$ cat config.mk
export PLATFORM = sky130hd
export DESIGN_NAME = frog_game_sequencer
export DESIGN_NICKNAME = d
export VERILOG_FILES = /design/src/rtl/frog_game_sequencer.sv
export SDC_FILE = /design/constraint.sdc
export NUM_CORES = 1
export LEC_CHECK = 0
export CORE_ASPECT_RATIO = 0.9
export CORE_UTILIZATION = 56
export CTS_CLUSTER_SIZE = 20
export DETAILED_ROUTE_END_ITERATION = 16
export PLACE_DENSITY = 0.84
export RECOVER_POWER = 25
export SETUP_SLACK_MARGIN = 0.3
export SYNTH_ARGS = -nofsm -noshare
export SYNTH_HDL_FRONTEND = slang
export SYNTH_SLANG_ARGS = --single-unit
export TNS_END_PERCENT = 50
$ cat constraint.sdc
create_clock -name Clk -period 6.97 [get_ports Clk]
set_clock_uncertainty 0.2 [all_clocks]
set_input_delay 1.7425 -clock Clk [delete_from_list [all_inputs] [get_ports Clk]]
set_output_delay 1.7425 -clock Clk [all_outputs]
set_load 0.05 [all_outputs]
$ cat src/rtl/frog_game_sequencer.sv
// Game-flow controller for the frog datapath: start, play, death, respawn, level-up, game-over.
// Define PAUSE_EN to enable the 'P' key PLAY<->PAUSED toggle (state 6).
module frog_game_sequencer #(
    parameter int START_LIVES = 3,
    parameter int SKULL_TICKS = 36,
    parameter int TIME_INIT   = 60,
    parameter int TIME_DIV    = 60,
    parameter int MAX_LEVEL   = 7
) (
    input  logic        Clk,
    input  logic        Reset,
    input  logic        frame_tick,
    input  logic [15:0] keycode,
    input  logic        collision,
    input  logic        in_water,
    input  logic        success,
    output logic [2:0]  state,
    output logic [2:0]  lives,
    output logic [2:0]  level,
    output logic [6:0]  time_left,
    output logic        respawn,
    output logic        skull,
    output logic        halt,
    output logic        timer_stop,
    output logic        game_over
);

    localparam logic [2:0] S_IDLE     = 3'd0;
    localparam logic [2:0] S_PLAY     = 3'd1;
    localparam logic [2:0] S_DYING    = 3'd2;
    localparam logic [2:0] S_RESPAWN  = 3'd3;
    localparam logic [2:0] S_LEVEL_UP = 3'd4;
    localparam logic [2:0] S_OVER     = 3'd5;
    localparam logic [2:0] S_PAUSED   = 3'd6;

    localparam int TICK_W  = (TIME_DIV > 1) ? $clog2(TIME_DIV) : 1;
    localparam int SKULL_W = (SKULL_TICKS > 1) ? $clog2(SKULL_TICKS) : 1;

    localparam logic [15:0] KEY_SPACE = 16'h002C;

    logic [15:0]        prev_key;
    logic [TICK_W-1:0]  tick_cnt, tick_cnt_n;
    logic [SKULL_W-1:0] skull_cnt, skull_cnt_n;
    logic [2:0]         state_n, lives_n, level_n;
    logic [6:0]         time_n;
    logic               start_edge, pause_edge, reload;

    assign start_edge = (keycode == KEY_SPACE) && (prev_key != KEY_SPACE);

`ifdef PAUSE_EN
    localparam logic [15:0] KEY_P = 16'h0013;
    assign pause_edge = (keycode == KEY_P) && (prev_key != KEY_P);
`else
    assign pause_edge = 1'b0;
`endif

    always_comb begin
        // NOTE: every signal gets a default first so no path through the case infers a latch.
        state_n     = state;
        lives_n     = lives;
        level_n     = level;
        time_n      = time_left;
        tick_cnt_n  = tick_cnt;
        skull_cnt_n = skull_cnt;
        reload      = 1'b0;
        case (state)
            S_IDLE: begin
                if (start_edge) begin
                    lives_n    = 3'(START_LIVES);
                    level_n    = 3'd0;
                    time_n     = 7'(TIME_INIT);
                    tick_cnt_n = '0;
                    reload     = 1'b1;
                    state_n    = S_PLAY;
                end
            end
            S_PLAY: begin
                if (pause_edge) begin
                    state_n = S_PAUSED;
                end else if (frame_tick) begin
                    // Hazard beats success, success beats timeout.
                    if (collision || in_water || (!success && time_left == 7'd0)) begin
                        lives_n     = (lives == 3'd0) ? 3'd0 : lives - 3'd1;
                        skull_cnt_n = '0;
                        state_n     = S_DYING;
                    end else if (success) begin
                        state_n = S_LEVEL_UP;
                    end else if (tick_cnt == TICK_W'(TIME_DIV - 1)) begin
                        tick_cnt_n = '0;
                        time_n     = time_left - 7'd1;
                    end else begin
                        tick_cnt_n = tick_cnt + 1'b1;
                    end
                end
            end
            S_DYING: begin
                if (frame_tick) begin
                    if (skull_cnt == SKULL_W'(SKULL_TICKS - 1))
                        state_n = (lives == 3'd0) ? S_OVER : S_RESPAWN;
                    else
                        skull_cnt_n = skull_cnt + 1'b1;
                end
            end
            S_RESPAWN: begin
                time_n     = 7'(TIME_INIT);
                tick_cnt_n = '0;
                state_n    = S_PLAY;
            end
            S_LEVEL_UP: begin
                if (level < 3'(MAX_LEVEL))
                    level_n = level + 3'd1;
                time_n     = 7'(TIME_INIT);
                tick_cnt_n = '0;
                state_n    = S_PLAY;
            end
            S_OVER: begin
                lives_n = 3'd0;
                if (start_edge)
                    state_n = S_IDLE;
            end
            S_PAUSED: begin
                if (pause_edge)
                    state_n = S_PLAY;
            end
            default: state_n = S_IDLE;
        endcase
    end

    // NOTE: sequential state uses non-blocking assignments so every register samples pre-edge values.
    always_ff @(posedge Clk or posedge Reset) begin
        if (Reset) begin
            state      <= S_IDLE;
            lives      <= 3'(START_LIVES);
            level      <= 3'd0;
            time_left  <= 7'(TIME_INIT);
            tick_cnt   <= '0;
            skull_cnt  <= '0;
            prev_key   <= 16'h0000;
            respawn    <= 1'b0;
            skull      <= 1'b0;
            halt       <= 1'b1;
            timer_stop <= 1'b1;
            game_over  <= 1'b0;
        end else begin
            state      <= state_n;
            lives      <= lives_n;
            level      <= level_n;
            time_left  <= time_n;
            tick_cnt   <= tick_cnt_n;
            skull_cnt  <= skull_cnt_n;
            prev_key   <= keycode;
            // Outputs are registered from the next state so they align with the state register.
            respawn    <= reload || (state_n == S_RESPAWN) || (state_n == S_LEVEL_UP);
            skull      <= (state_n == S_DYING);
            halt       <= (state_n != S_PLAY);
            timer_stop <= (state_n == S_IDLE) || (state_n == S_OVER) || (state_n == S_PAUSED);
            game_over  <= (state_n == S_OVER);
        end
    end

endmodule

After elaboration in Yosys (flattened, before gate mapping)
Cells that the tools add are included.

Bits in registers: 49. Output and inout port bits: 21. Word-level logic and storage cells: 102.

Add/sub/neg operators: 5. Magnitude comparators: 1. Equal/unequal tests: 25. Muxes and demuxes: 36. Reductions and logical operators: 23.

Operators by type and width (count): $mux W6 (9); $mux W3 (14); $mux W7 (5); $pmux W7 S3 (1); $eq A3 B3 Y1 const B (6); $ne A2 B2 Y1 const B (9); $pmux W3 S6 (1); $pmux W6 S3 (1); $eq A16 B6 Y1 const B (1); $ne A16 B6 Y1 const B (1); $add A6 B1 Y6 const B (2); $eq A3 B2 Y1 const B (4); $eq A6 B6 Y1 const B (2); $pmux W6 S2 (1); $reduce_and A5 Y1 (2); $logic_not A3 Y1 (3); $pmux W3 S3 (1); $logic_not A7 Y1 (1); $sub A7 B1 Y7 const B (1); $logic_or A1 B1 Y1 (6); $pmux W3 S2 (1); $reduce_and A6 Y1 (1); $reduce_bool A3 Y1 (2); $reduce_and A4 Y1 (1); other kinds (11) (14).

Logic depth before layout (Yosys ltp)
Gate-level depths: netlist (run 1).

Depth in word-level cells: 9. Depth in mapped cells: 8. Gate-level depth less buffers: 7.

Worst setup path before layout (run 1)
OpenSTA, ideal clock, no wires.

Path type: input-to-reg. From: input port keycode[12]. To: register tick_cnt[1]. Arrival time: 3.257 ns. Path slack: 3.388 ns. Cell stages on the path: 7. Buffers on the path: 2. Path through: nor4b_1 -> nand4_1 -> nor4_1 -> clkbuf_1 -> or2_1 -> buf_6 -> mux2_4.

Cells in the longest elaborated chain, start to end: 4.

Ends and longest elaborated chain: from (decl) (line 13) `input logic [15:0] keycode,`; $eq A16 B6 Y1 (line 48) `assign start_edge = (keycode == KEY_SPACE) && (prev_key != KEY_SPACE);`; $logic_and A1 B1 Y1 (line 48); $ne A2 B2 Y1 (no line); $reduce_and A5 Y1 (no line); to (signal assigned) (line 149) `tick_cnt <= tick_cnt_n;`; to (decl) (line 42) `logic [TICK_W-1:0] tick_cnt, tick_cnt_n;`.

No other way between the ends. A chain may end at the register's enable or synchronous reset.

Final worst setup path (run 1)
From: input port keycode[11]. To: register tick_cnt[1].

The elaborated chain is that of the path after synthesis.

==> results of run 1 <==
worst reg2reg max path, delay by kind of cell (launching register included):
family          cells  cell delay, ns
flops               1            0.60
compound gates      1            0.11
simple gates        3            1.32
mux                 1            0.33
synthesized netlist by cell type, types with 2 or more instances:
cell       n
or3_1      4
nand4_1    3
nand2b_1   3
or3b_1     4
and4_1     4
nor2_1    17
o211ai_1   2
and3_1     4
o22ai_1    4
nor4_1     6
inv_1      7
a31oi_1    4
a32o_1     5
a21o_1     3
nand3_1    7
nand2_1   11
buf_6      2
a21oi_1    9
dfrtp_1   41
o31ai_1    3
nor2b_1    7
dfstp_2    8
a211o_1    2
ha_1       5
clkbuf_1   5
o21ai_0   15
nor3b_1    3
nor4b_1    6
nor4bb_1   2
nor3_1     5
kinds of logic (layout without fill, tap and decap cells):
group                      count (synthesis)  in the layout  synth area share [%]
DFF                                       49             49                  51.2
muxes                                      3              3                  1.50
buffers and inverters                     16             58                  3.21
AOI/OAI and AO/OA                         62             62                  18.8
adders and majority gates                  5              5                  2.59
and+or+nand+nor                           92             92                  22.7
sequential cells by signal (all words and copies together), names as in the netlist, 3 cells and up:
register / count
tick_cnt: 6
prev_key: 16
lives: 3
time_left: 7
skull_cnt: 6
state: 3
level: 3
through the flow:
stage | hold slack, ns | instance area (um^2) | setup WS (ns)
after detailed placement | 0.302 | 2850 | 2.73
after floorplan | 0.272 | 2410 | 3.39
after CTS | 0.317 | 2970 | 3.04
after global placement | 0.295 | 2850 | 2.77
after global routing | 0.334 | 2970 | 2.70
final | 0.314 | 2970 | 2.93
path summary, 6_finish.rpt:
check	cells past startpoint	start	slack [ns]	endpoint
worst max-delay path	7	keycode[11]	2.93	tick_cnt[1]
worst min-delay path	2	time_left[5]	0.31	time_left[5]
worst max register to register	5	state[2]	4.31	tick_cnt[1]
worst min register to register	2	time_left[5]	0.31	time_left[5]
max in group asynchronous	2	Reset	3.29	time_left[0]
min in group asynchronous	2	Reset	2.25	tick_cnt[4]
final cells by class:
cell class,instances,area (um^2)
Timing Repair Buffer,43,428
Tap cell,48,60.1
Sequential cell,49,1240
Fill cell,301,1130
Clock inverter,2,37.5
Inverter,7,26.3
Multi-Input combinational cell,162,1100
Clock buffer,6,82.6
power by group through the flow:
stage	Clock, mW	Combinational, mW	Sequential (mW)
final	0.208	0.178	0.358
after global routing	0.222	0.196	0.363
after CTS	0.211	0.180	0.357
after detailed placement	0	0.179	0.362
after global placement	0	0.175	0.361
after floorplan	0	0.0992	0.390
layer usage:
metal / GRT usage (%) / routed length [um] / part of all wire, % / vias to the layer above
li1: - / - / - / 942
met1: 32.4 / 2320 / 47 / 936
met2: 40.0 / 2440 / 49 / 48
met3: 3.31 / 179 / 3.6 / 6
met4: 8.00 / 49 / 0.98 / 0
met5: 0 / 0 / 0 / -
==> summary.txt, run 1 <==
Status: complete, but fails checks
Failing checks: design-rule violations, max-capacitance violations, max-slew violations
Netlist cell types: 56
Final Setup Violations: 0
Synth top area share: 42.5%
Hold Buf Count CTS: 0
Routed wire length: 4.99 mm
Min-delay worst type: reg -> reg
Grt total ovfl: 0
Number of global-route vias before repair: 1861
DP Cell Count: 309
# rows: 22
Power per cell area: 250 nW/um^2
Crit path DAT: 4.04 ns
Non-filler instance count after layout: 317
Achievable Freq: 247 MHz
Worst slew margin: -19.0%
Final core occ: 72.5%
Die height: 64.3 um
Synth top area cells: dfrtp_1 42%, dfstp_2 8.7%, o21ai_0 3.1%
Power Total: 0.743 mW
Latest clock arrival within the worst-skew pair: 0.30 ns
Num Clock Sinks: 49
TritonCTS clock tree: done
Sum of buffers and inverters on the critical path: 2
Switching Fraction: 31.5%
Clock share of power: 27.9%
Final hold violation count: 0
Largest net degree at the start of global routing: 50
Area Overhead vs Synth: 23.1%
Root buffer cell: clkbuf_8
Register share of total power: 48.1%
Ys flop type: dfrtp_1
Number of synthesized flops with an enable pin: 0
Critical path class: in -> reg
Clock edge transition at the registers on the reported setup and hold paths: 0.09 ns
Total I/O pin count: 43
ANT nets after route: 0
Post-CTS sizing: 0
Maximum vdd drop: 163 uV
NetSw: 0.234 mW
Critical Path Source Type: input pin
Worst-Margin Slew: 1.78 ns
Critical path's top delay family: simple AND/OR/NAND/NOR gates
Post-CTS setup buffers: 0
Share of layout cells above drive strength 1: 10.4%
Detail Placement HPWL: 3.63 mm
Lkg Pwr: 1.24 nW
DR vias/cell: 6.09
Cell area after synthesis: 2410 um^2
Initial Util: 58.9%
Residual DRC: 2
Final period util: 58.0%
Total core area: 4100 um^2
Syn Area/Cell: 10.6 um^2
CTS H-tree lvls: 2
Nets: 295
Total GRT Usage: 24.0%
Setup repair after global routing missed its margin: false
PortBufs: 42
Initial antenna violation count: 0
Delay of the slowest critical-path stage: 0.55 ns
Max-cap violation count: 1
Worst Path Required: 6.96 ns
Register area share after synthesis: 51.2%
Most frequent cells in the layout: 41 x dfrtp_1, 25 x clkdlybuf4s50_1, 17 x nor2_1, 17 x dlygate4sd3_1, 15 x o21ai_0
Antenna Cells: 0
Minimum clock period: 4.04 ns
Cell Int Power: 0.509 mW
Leading area contributor after synthesis: dfrtp_1
CP max stage cell: dlygate4sd3_1
Crit. End Element: flip-flop
Yosys synthesis warning count: 0
Routed vias: 1932
DIE AREA: 4580 um^2
DR pass1 iterations: 10
Syn Inst Count: 227
Max Fanout on Critical Path: 11
Die X-Extent: 71.2 um
Routability cong.: 0.807
Num CTS Buffers: 5
First-pass GRT wire length: 8.55 mm
Drt wl/cell: 15.7 um
Synthesis-stage register bit count: 49
Critical-path cell list: dlygate4sd3_1 > nor4b_1 > nand4_1 > nor4_1 > buf_4 > or2_1 > mux2_4
Combinational share of power: 23.9%
Commonest non-fill, non-tap cell in the layout: dfrtp_1
Setup TNS Final: 0 ns
CTS Buffer Depth: 2
Syn Nets: 254
Max Slew Vio Count: 50
Async S/R FF share, synth: 100%
DR iter-0 viols: 171
(Power assumes the default switching activity.)
==> run 2, diff against run 1 <==
Settings changed: CORE_UTILIZATION 56 to 52, PLACE_DENSITY 0.84 to 0.79.
Clock period 6.97 ns to 4 ns, I/O delays scaled along.
==> run 2 against run 1 <==
The flow finishes with violations (max-capacitance violations, max-slew violations). Count of clock-buffer cells in the layout did not move. Sequential cell count did not move. Sequential power rose by 73%. Global-route usage fell by 1.9 points. Worst setup slack got worse by 2.1 ns. Critical path depth fell by 1.
==> summary.txt, run 2 (synthesis results as in run 1) <==
Status: complete, but fails checks
Failing checks: max-capacitance violations, max-slew violations
CTS Buffer Depth: 2 (unchanged)
Critical path class: in -> reg
Delay of the slowest critical-path stage: 0.55 ns (about the same)
Largest regs: prev_key x16, time_left x7
Worst slew margin: -17.8% (+1.2 points)
Routability cong.: 0.846 (+4.8%)
Num Clock Sinks: 49 (unchanged)
Achievable Freq: 312 MHz
Post-CTS setup buffers: 0 (unchanged)
Worst Path Required: 4.03 ns (-2.93 ns)
Initial antenna violation count: 0 (unchanged)
Routed wire length: 4.76 mm (-4.5%)
Grt total ovfl: 0 (unchanged)
Max reg flops: 16 (unchanged)
Max Fanout on Critical Path: 5 (-6)
Total core area: 4460 um^2 (+8.8%)
Reg2Reg Depth: 5 (unchanged)
Power Total: 1.29 mW (+74%)
Commonest non-fill, non-tap cell in the layout: dfrtp_1
Area Overhead vs Synth: 24.1%
PortBufs: 42 (unchanged)
Hold Buf Count CTS: 0 (unchanged)
DIE AREA: 4920 um^2 (+7.5%)
Latest clock arrival within the worst-skew pair: 0.30 ns (about the same)
CP max stage cell: dlygate4sd3_1
Residual DRC: 0 (-2)
Power per cell area: 431 nW/um^2 (+72%)
Die X-Extent: 73.8 um (+3.7%)
Initial Util: 54.1% (-4.7 points)
Antenna Cells: 0 (unchanged)
Crit path DAT: 3.24 ns (-0.80 ns)
Setup repair after global routing missed its margin: false
Total GRT Usage: 22.1% (-1.9 points)
Worst-Margin Slew: 1.76 ns (-0.0181 ns)
Minimum clock period: 3.21 ns
Largest net degree at the start of global routing: 50 (unchanged)
TritonCTS clock tree: done
Fillers: 352 (+17%)
Detail Placement HPWL: 3.48 mm (-4.3%)
Max-cap violation count: 1 (unchanged)
Critical Path Source Type: input pin
Clock edge transition at the registers on the reported setup and hold paths: 0.09 ns (about the same)
Critical-path cell list: dlygate4sd3_1 > nor4b_1 > nand4_1 > o211ai_1 > or3b_1 > or3b_1
Worst Hold Slack: 0.308 ns (-0.00520 ns)
Max Slew Vio Count: 50 (unchanged)
Maximum vdd drop: 213 uV (+30%)
Die height: 66.7 um (+3.7%)
Critical path startpoint: keycode[12]
DR pass1 iterations: 4 (-6)
Crit. End Element: flip-flop
DR vias/cell: 5.90 (-3.2%)
Drt wl/cell: 14.3 um (-8.8%)
Min-delay worst type: reg -> reg
Nets: 296 (+0.34%)
Final hold violation count: 0 (unchanged)
R2r setup slk: 1.39 ns (-2.92 ns)
DR iter-0 viols: 142 (-17%)
# rows: 23 (+4.5%)
WHS Path Cells: 1 (-1)
Number of global-route vias before repair: 1855 (-0.32%)
Total I/O pin count: 43 (unchanged)
CTS H-tree lvls: 2 (unchanged)
Most frequent cell on the critical path: or3b_1
Routed vias: 1958 (+1.3%)
First-pass GRT wire length: 8.19 mm (-4.2%)
Num CTS Buffers: 5 (unchanged)
Largest register by flop count: prev_key
Root buffer cell: clkbuf_8
Final period util: 80.2%
Worst Hold Path EP: tick_cnt[0]
RR Endpoint: tick_cnt[1]
Hold Crit Start: tick_cnt[0]
Post-CTS sizing: 0 (unchanged)
Setup TNS Final: 0 ns (unchanged)
Worst flop-to-flop path startpoint: state[2]
Final Setup Violations: 0 (unchanged)
Lkg Pwr: 1.25 nW (+0.44%)
Most frequent cells in the layout: 41 x dfrtp_1, 25 x clkdlybuf4s50_1, 17 x nor2_1, 17 x dlygate4sd3_1, 15 x o21ai_0
Share of layout cells above drive strength 1: 10.7% (+0.33 points)
ANT nets after route: 0 (unchanged)
## run 2: changes by cell type in the layout (fill, tap and decap cells not counted)
cell / delta
buf_4: +1
## run 2: layer usage
metal	GRT usage, %	wire length (um)	up-vias
li1	-	-	943
met1	29.0	2150	952
met2	36.9	2330	61
met3	5.60	267	2
met4	5.05	14	0
met5	0	0	-
## run 2: worst max-delay path: cells and delay by family
| kind | cells | cell delay [ns] |
|---|---|---|
| buffers and inverters | 1 | 0.55 |
| AOI/OAI and AO/OA | 1 | 0.28 |
| and+or+nand+nor | 4 | 1.40 |
## run 2: report_power, final
part           leakage [nW]  switching (mW)  internal, mW
Sequential            0.597          0.0614         0.560
Combinational         0.592           0.184         0.124
Clock                0.0574           0.159         0.203
## run 2: final cells by class
| cell class | instances | area, um^2 | share of cell area (%) |
|---|---|---|---|
| Clock inverter | 2 | 37.5 | 1.25 |
| Tap cell | 62 | 77.6 | 2.59 |
| Inverter | 7 | 26.3 | 0.877 |
| Multi-Input combinational cell | 162 | 1100 | 36.7 |
| Timing Repair Buffer | 44 | 435 | 14.5 |
| Clock buffer | 6 | 82.6 | 2.76 |
| Sequential cell | 49 | 1240 | 41.3 |
## run 2: worst max-delay path by stage
stage | to | slack, ns | cells past startpoint
2_1_floorplan | tick_cnt[1] | 1.16 | 7
3_3_place_gp | halt | 0.60 | 6
3_5_place_dp | halt | 0.59 | 6
4_1_cts | halt | 0.92 | 6
5_1_grt | tick_cnt[1] | 0.57 | 6
6_report | halt | 0.79 | 6
## run 2: stage by stage
stage                     instance area [um^2]  setup WS (ns)  utilization (%)  std cells
final                                     3000          0.793             67.2        332
after global routing                      3000          0.570             67.2        332
after CTS                                 3000          0.919             67.2        332
after detailed placement                  2880          0.591             64.5        324
after global placement                    2880          0.600             64.5        324
after floorplan                           2410           1.16                -        227
